### src/rtl/data_memory_ctrl.sv
// Byte-addressed data memory for the CPU MEM stage.
// Four byte lanes of storage, byte/half/word access with sign or zero
// extension, a req/ready handshake and a fixed response latency. Misaligned
// accesses are rejected with a flagged response instead of being performed.

// One byte lane of the word-organised memory array.
module dmem_lane #(
    parameter int IDX_BITS = 6
) (
    input  logic                i_clk,
    input  logic                i_we,
    input  logic [IDX_BITS-1:0] i_idx,
    input  logic [7:0]          i_wdata,
    output logic [7:0]          o_rdata
);
    logic [7:0] r_mem [0:(1<<IDX_BITS)-1];

    // Storage is never cleared; only an enabled store changes it.
    always_ff @(posedge i_clk) begin
        if (i_we) r_mem[i_idx] <= i_wdata;
    end

    assign o_rdata = r_mem[i_idx];
endmodule

module data_memory_ctrl #(
    parameter int ADDR_BITS = 8,
    parameter int LATENCY   = 2
) (
    input  logic        i_clk,
    input  logic        i_reset,
    input  logic        i_req,
    input  logic        i_mem_write,
    input  logic [31:0] i_address,
    input  logic [31:0] i_write_data,
    input  logic [1:0]  i_mbyte,
    input  logic        i_unsigned,
    output logic        o_ready,
    output logic        o_resp_valid,
    output logic [31:0] o_read_data,
    output logic        o_misaligned
);
    localparam int NUM_LANES = 4;
    localparam int IDX_BITS  = ADDR_BITS - 2;
    localparam int CNT_W     = 4;
    localparam bit LAT1      = (LATENCY == 1);

    typedef enum logic [1:0] {
        S_IDLE = 2'd0,
        S_WAIT = 2'd1,
        S_RESP = 2'd2
    } state_t;

    state_t                          r_state;
    logic [CNT_W-1:0]                r_cnt;
    logic [31:0]                     r_pend_data;
    logic                            r_pend_mis;

    logic [IDX_BITS-1:0]             w_idx;
    logic [1:0]                      w_lane_sel;
    logic                            w_is_word;
    logic                            w_is_half;
    logic                            w_is_byte;
    logic                            w_misaligned;
    logic                            w_accept;
    logic                            w_do_write;
    logic [NUM_LANES-1:0]            w_lane_we;
    logic [NUM_LANES-1:0][7:0]       w_lane_wd;
    logic [NUM_LANES-1:0][7:0]       w_rd_word;
    logic [7:0]                      w_byte;
    logic [15:0]                     w_half;
    logic [31:0]                     w_load_val;
    logic [31:0]                     w_resp_data;
    logic                            w_unused;

    // Address bits above the array size simply wrap.
    assign w_unused   = &{1'b0, i_address[31:ADDR_BITS]};
    assign w_idx      = i_address[ADDR_BITS-1:2];
    assign w_lane_sel = i_address[1:0];

    // MByte 11 behaves as a word access.
    assign w_is_word  = (i_mbyte == 2'b00) || (i_mbyte == 2'b11);
    assign w_is_half  = (i_mbyte == 2'b01);
    assign w_is_byte  = (i_mbyte == 2'b10);

    assign w_misaligned = (w_is_half && i_address[0]) ||
                          (w_is_word && (i_address[1:0] != 2'b00));

    // Inputs only matter on the cycle the controller is idle.
    assign w_accept   = (r_state == S_IDLE) && i_req;
    assign w_do_write = w_accept && i_mem_write && !w_misaligned;

    // Per-lane write enable/data steering and storage.
    for (genvar g = 0; g < NUM_LANES; g++) begin : g_lane
        localparam logic [1:0] LN = 2'(g);

        assign w_lane_we[g] = w_do_write &&
                              (w_is_word ||
                               (w_is_half && (w_lane_sel[1] == LN[1])) ||
                               (w_is_byte && (w_lane_sel == LN)));

        assign w_lane_wd[g] = w_is_word ? i_write_data[8*g +: 8] :
                              w_is_half ? (LN[0] ? i_write_data[15:8] : i_write_data[7:0]) :
                                          i_write_data[7:0];

        dmem_lane #(.IDX_BITS(IDX_BITS)) u_lane (
            .i_clk   (i_clk),
            .i_we    (w_lane_we[g]),
            .i_idx   (w_idx),
            .i_wdata (w_lane_wd[g]),
            .o_rdata (w_rd_word[g])
        );
    end

    // Right-align the addressed lane(s) of the read word and extend.
    always_comb begin
        w_byte     = w_rd_word[w_lane_sel];
        w_half     = w_lane_sel[1] ? {w_rd_word[3], w_rd_word[2]}
                                   : {w_rd_word[1], w_rd_word[0]};
        w_load_val = w_rd_word;
        if (w_is_byte)
            w_load_val = i_unsigned ? {24'd0, w_byte} : {{24{w_byte[7]}}, w_byte};
        else if (w_is_half)
            w_load_val = i_unsigned ? {16'd0, w_half} : {{16{w_half[15]}}, w_half};
    end

    // Stores and rejected accesses always answer with zero data.
    assign w_resp_data = (i_mem_write || w_misaligned) ? 32'd0 : w_load_val;

    // Handshake FSM; the response is captured at acceptance so later stores
    // cannot disturb a load already in flight.
    always_ff @(posedge i_clk) begin
        if (i_reset) begin
            r_state      <= S_IDLE;
            r_cnt        <= '0;
            r_pend_data  <= '0;
            r_pend_mis   <= 1'b0;
            o_ready      <= 1'b1;
            o_resp_valid <= 1'b0;
            o_read_data  <= '0;
            o_misaligned <= 1'b0;
        end else begin
            case (r_state)
                S_IDLE: begin
                    o_resp_valid <= 1'b0;
                    o_read_data  <= '0;
                    o_misaligned <= 1'b0;
                    if (w_accept) begin
                        o_ready     <= 1'b0;
                        r_pend_data <= w_resp_data;
                        r_pend_mis  <= w_misaligned;
                        if (LAT1) begin
                            r_state      <= S_RESP;
                            o_resp_valid <= 1'b1;
                            o_read_data  <= w_resp_data;
                            o_misaligned <= w_misaligned;
                        end else begin
                            r_state <= S_WAIT;
                            r_cnt   <= CNT_W'(LATENCY - 1);
                        end
                    end
                end
                S_WAIT: begin
                    r_cnt <= r_cnt - CNT_W'(1);
                    if (r_cnt == CNT_W'(1)) begin
                        r_state      <= S_RESP;
                        o_resp_valid <= 1'b1;
                        o_read_data  <= r_pend_data;
                        o_misaligned <= r_pend_mis;
                    end
                end
                S_RESP: begin
                    r_state      <= S_IDLE;
                    o_ready      <= 1'b1;
                    o_resp_valid <= 1'b0;
                    o_read_data  <= '0;
                    o_misaligned <= 1'b0;
                end
                default: begin
                    r_state      <= S_IDLE;
                    o_ready      <= 1'b1;
                    o_resp_valid <= 1'b0;
                    o_read_data  <= '0;
                    o_misaligned <= 1'b0;
                end
            endcase
        end
    end
endmodule

### config.mk
export PLATFORM = sky130hd
export DESIGN_NAME = data_memory_ctrl
export DESIGN_NICKNAME = d
export VERILOG_FILES = /design/src/rtl/data_memory_ctrl.sv
export SDC_FILE = /design/constraint.sdc
export NUM_CORES = 2
export LEC_CHECK = 0
export ABC_AREA = 1
export CORE_MARGIN = 10
export CORE_UTILIZATION = 30
export CTS_CLUSTER_DIAMETER = 30
export CTS_CLUSTER_SIZE = 30
export DETAILED_ROUTE_END_ITERATION = 10
export GPL_TIMING_DRIVEN = 1
export PLACE_DENSITY_LB_ADDON = 0.05
export SKIP_CTS_REPAIR_TIMING = 1
export SYNTH_ARGS = -nofsm -noshare
export SYNTH_HDL_FRONTEND = slang
export SYNTH_SLANG_ARGS = --single-unit
export TNS_END_PERCENT = 1
### constraint.sdc
create_clock -name i_clk -period 5.55 [get_ports i_clk]
set_input_delay 1.11 -clock i_clk [delete_from_list [all_inputs] [get_ports i_clk]]
set_output_delay 1.11 -clock i_clk [all_outputs]
set_load 0.01 [all_outputs]
==> impl_metrics.env <==
export IMPL_irDropWorstVdd_mv=0.269
export IMPL_die_h_um=555
export IMPL_grt_pass1_vias=59099
export IMPL_path_max_fanout=24
export IMPL_overflow=0
export IMPL_period_share=0.716
export IMPL_regArea_mm2=0.0630
export IMPL_place_area_mm2=0.0934
export IMPL_setup_violations=0
export IMPL_synth_cell_types=33
export IMPL_htree_num_levels=6
export IMPL_synth_edf_count=2048
export IMPL_die_width_um=555
export IMPL_slew_viol_final=0
export IMPL_yosys_area_top_type="edfxtp_1"
export IMPL_nets=8324
export IMPL_core_area_mm2=0.285
export IMPL_power_density_mw_per_mm2=459
export IMPL_nFillCells=27692
export IMPL_synthMuxAreaShare=0
export IMPL_p_int_w=0.0392
export IMPL_switching_share=0.232
export IMPL_hold_class="register to register"
export IMPL_finalSetupTns_ns=0
export IMPL_wl_per_cell_um=26.8
export IMPL_insertion_delay_ns=0.99
export IMPL_design_area_mm2=0.111
export IMPL_drcViolationCount=0
export IMPL_cp_required_ns=6.40
export IMPL_synth_compound_area_frac=0.0448
export IMPL_cap_violations=0
export IMPL_dr_wl_met3_um=16500
export IMPL_clock_skew_ns=0.0292
export IMPL_finalCriticalPeriod_ns=3.97
export IMPL_dp_hpwl_um=204000
export IMPL_slew_headroom=0.160
export IMPL_syn_nets=7702
export IMPL_tightest_slew_ns=1.26
export IMPL_path_clk_slew_ns=0.04
export IMPL_avgSynthCellArea_um2=11.3
export IMPL_start_util=0.301
export IMPL_critPathLaunchType="input pin"
export IMPL_synthSimpleGateAreaFrac=0.188
export IMPL_synth_xor_area_share=0.000102
export IMPL_clock_sinks=2122
export IMPL_antenna_found_initial=23
export IMPL_area_growth_syn_to_layout_pct=29.6
export IMPL_firstDrtPassIters=5
export IMPL_ys_warn_count=0
export IMPL_pwr_share_clk=0.599
export IMPL_yosys_register_bits=2122
export IMPL_netlist_area_mm2=0.0860
export IMPL_clock_path_buffers=4
export IMPL_drt_iter0_markers=4899
export IMPL_globalplace_congestion=0.806
export IMPL_cts_tree="yes"
export IMPL_top_layer_used="met5"
export IMPL_grt_pass1_wl_um=466000
export IMPL_cp_arrival_ns=4.83
export IMPL_synth_adder_area_share=0.000582
export IMPL_met2_length_um=154000
export IMPL_grt_max_degree=109
export IMPL_wl_met1_um=152000
export IMPL_grt_setup_unrepaired="no"
export IMPL_synth_flop_cell="edfxtp_1"
export IMPL_cts_root_buf="clkbuf_16"
export IMPL_p_sw_w=0.0119
export IMPL_dr_total_vias=59404
export IMPL_end_kind="register"
export IMPL_io_pins=106
export IMPL_critPathKind="input pin to register"
export IMPL_grtUsageTotal=0.211
export IMPL_cts_buffers=550
export IMPL_synth_top_area_frac=0.715
export IMPL_vias_per_cell=4.76
export IMPL_ys_seq_area_frac=0.733
export IMPL_status="finished, final reports clean"
export IMPL_io_buffers=81
export IMPL_synthTopCellsByArea="edfxtp_1 72%, nand2_1 14%, a21oi_1 2.3%"
export IMPL_drive_gt1_frac=0.152
export IMPL_seqPwrFrac=0.351
export IMPL_die_area_mm2=0.308
export IMPL_synthCells=7627
export IMPL_power_leakage_nw=42.2
export IMPL_ant_nets=0
export IMPL_final_hold_viol_count=0
export IMPL_async_flop_share=0
export IMPL_wl_um=334000
export IMPL_synth_top_family_by_area="simple AND/OR/NAND/NOR gates"
export IMPL_max_freq_mhz=252
export IMPL_num_rows=196
export IMPL_multi_input_area_mm2=0.0204
export IMPL_combPwrFrac=0.050
-- power by group through the flow --
stage                     combinational [W]  clock [W]  sequential, W
final                               0.00256     0.0306         0.0179
after CTS                           0.00261     0.0311         0.0179
after floorplan                     0.00116          0         0.0182
after global placement              0.00259          0         0.0182
after global routing                0.00276     0.0321         0.0179
after detailed placement            0.00261          0         0.0182
-- per-stage QoR --
| step | total power (W) | hold slack [ns] | setup WS [ns] | util | cells |
|---|---|---|---|---|---|
| floorplan | 0.0194 | 0.419 | 0.227 | - | 7627 |
| global placement | 0.0208 | 0.440 | 0.470 | 0.327 | 11459 |
| detailed placement | 0.0208 | 0.445 | 0.510 | 0.327 | 11459 |
| CTS | 0.0517 | 0.448 | 1.59 | 0.390 | 12459 |
| global route | 0.0528 | 0.476 | 1.41 | 0.390 | 12460 |
| finish | 0.0511 | 0.444 | 1.58 | 0.391 | 12477 |
-- cells in the final DEF (no fill, tap or decap), types with 7 or more instances in the layout --
master,count
a21oi_1,397
o21ai_1,24
nor2_1,482
inv_16,16
clkinv_8,14
nor2_4,10
inv_1,254
clkinv_2,108
clkbuf_16,559
diode_2,18
clkinvlp_4,23
buf_4,344
nand3b_1,19
clkinv_1,102
dfxtp_1,74
nor3_2,9
clkbuf_1,97
o21ai_4,10
nand4_1,114
nand2_1,3224
nand3_1,158
bufinv_16,52
buf_12,46
nand2_2,20
buf_2,8
or2_2,62
edfxtp_1,2048
o21a_1,18
o21ai_0,207
nor3_1,7
clkinv_16,7
clkdlybuf4s50_1,70
inv_6,15
a22oi_1,62
-- registers in the layout (all words and copies together) (netlist names) --
register / count
r_pend_data: 32
o_misaligned: 1
o_ready: 1
g_lane.u_lane.r_mem: 2048
r_pend_mis: 1
r_cnt: 4
o_read_data: 32
o_resp_valid: 1
r_state: 2
-- final cells by class --
| type | instances | area share |
|---|---|---|
| multi-input cells | 4842 | 0.183 |
| well taps | 3762 | 0.0423 |
| clock inverters | 341 | 0.0321 |
| repair buffers | 471 | 0.0385 |
| inverters | 262 | 0.00911 |
| diodes | 18 | 0.000404 |
| clock buffers | 659 | 0.129 |
| flip-flops and latches | 2122 | 0.565 |
-- synth_stat cells (all sizes together), types with 2 or more instances --
master / instances
nand4: 114
buf: 277
edfxtp: 2048
nand2: 3244
nor2: 494
or2: 65
clkinv: 2
nor3: 16
ha: 4
a22oi: 62
clkbuf: 124
dfxtp: 74
a21oi: 397
o211ai: 6
o21ai: 241
o21a: 18
inv: 260
nand3b: 19
nand3: 158
-- path summary, 6_finish.rpt --
| check | slack, ns | cells after the start | endpoint | start |
|---|---|---|---|---|
| worst max register to register | 2.31 | 7 | g_lane[3].u_lane.r_mem[49][7]$_DFFE_PP_ | r_state[0]$_SDFFE_PP0P_ |
| worst min register to register | 0.44 | 2 | o_read_data[2]$_SDFFE_PP0P_ | r_pend_data[2]$_SDFFE_PP0P_ |
| worst max-delay path | 1.58 | 19 | r_pend_data[22]$_SDFFE_PP0P_ | i_address[4] |
| worst min-delay path | 0.44 | 2 | o_read_data[2]$_SDFFE_PP0P_ | r_pend_data[2]$_SDFFE_PP0P_ |
-- metal layers --
metal,vias up,track usage
li1,27407,-
met1,29938,0.291
met2,1608,0.336
met3,449,0.0363
met4,2,0.0716
met5,-,0
-- critical path: stages --
cell     delay (ns)
buf_6          0.16
buf_4          0.29
nand2_2        0.24
buf_4          0.45
nor2_1         0.10
o21ai_0        0.09
nand2_1        0.06
o21ai_0        0.66
nand2_1        0.11
nor2_1         0.11
nand2_1        0.36
nand2_1        0.17
nand2_1        0.07
inv_1          0.06
nand2_1        0.07
nand2_2        0.36
nand2_1        0.11
nand2_1        0.11
a21oi_1        0.06
-- cells by family (layout without fill, tap and decap cells) --
kind of cell	Yosys count	count (layout)
other	0	18
adder cells (fa/ha/maj)	4	4
XOR/XNOR	1	1
AO/OA/AOI/OAI	726	726
AND/OR/NAND/NOR	4111	4111
buffers and inverters	663	1733
flip-flops	2122	2122
Power figures use the tool's default switching activity.
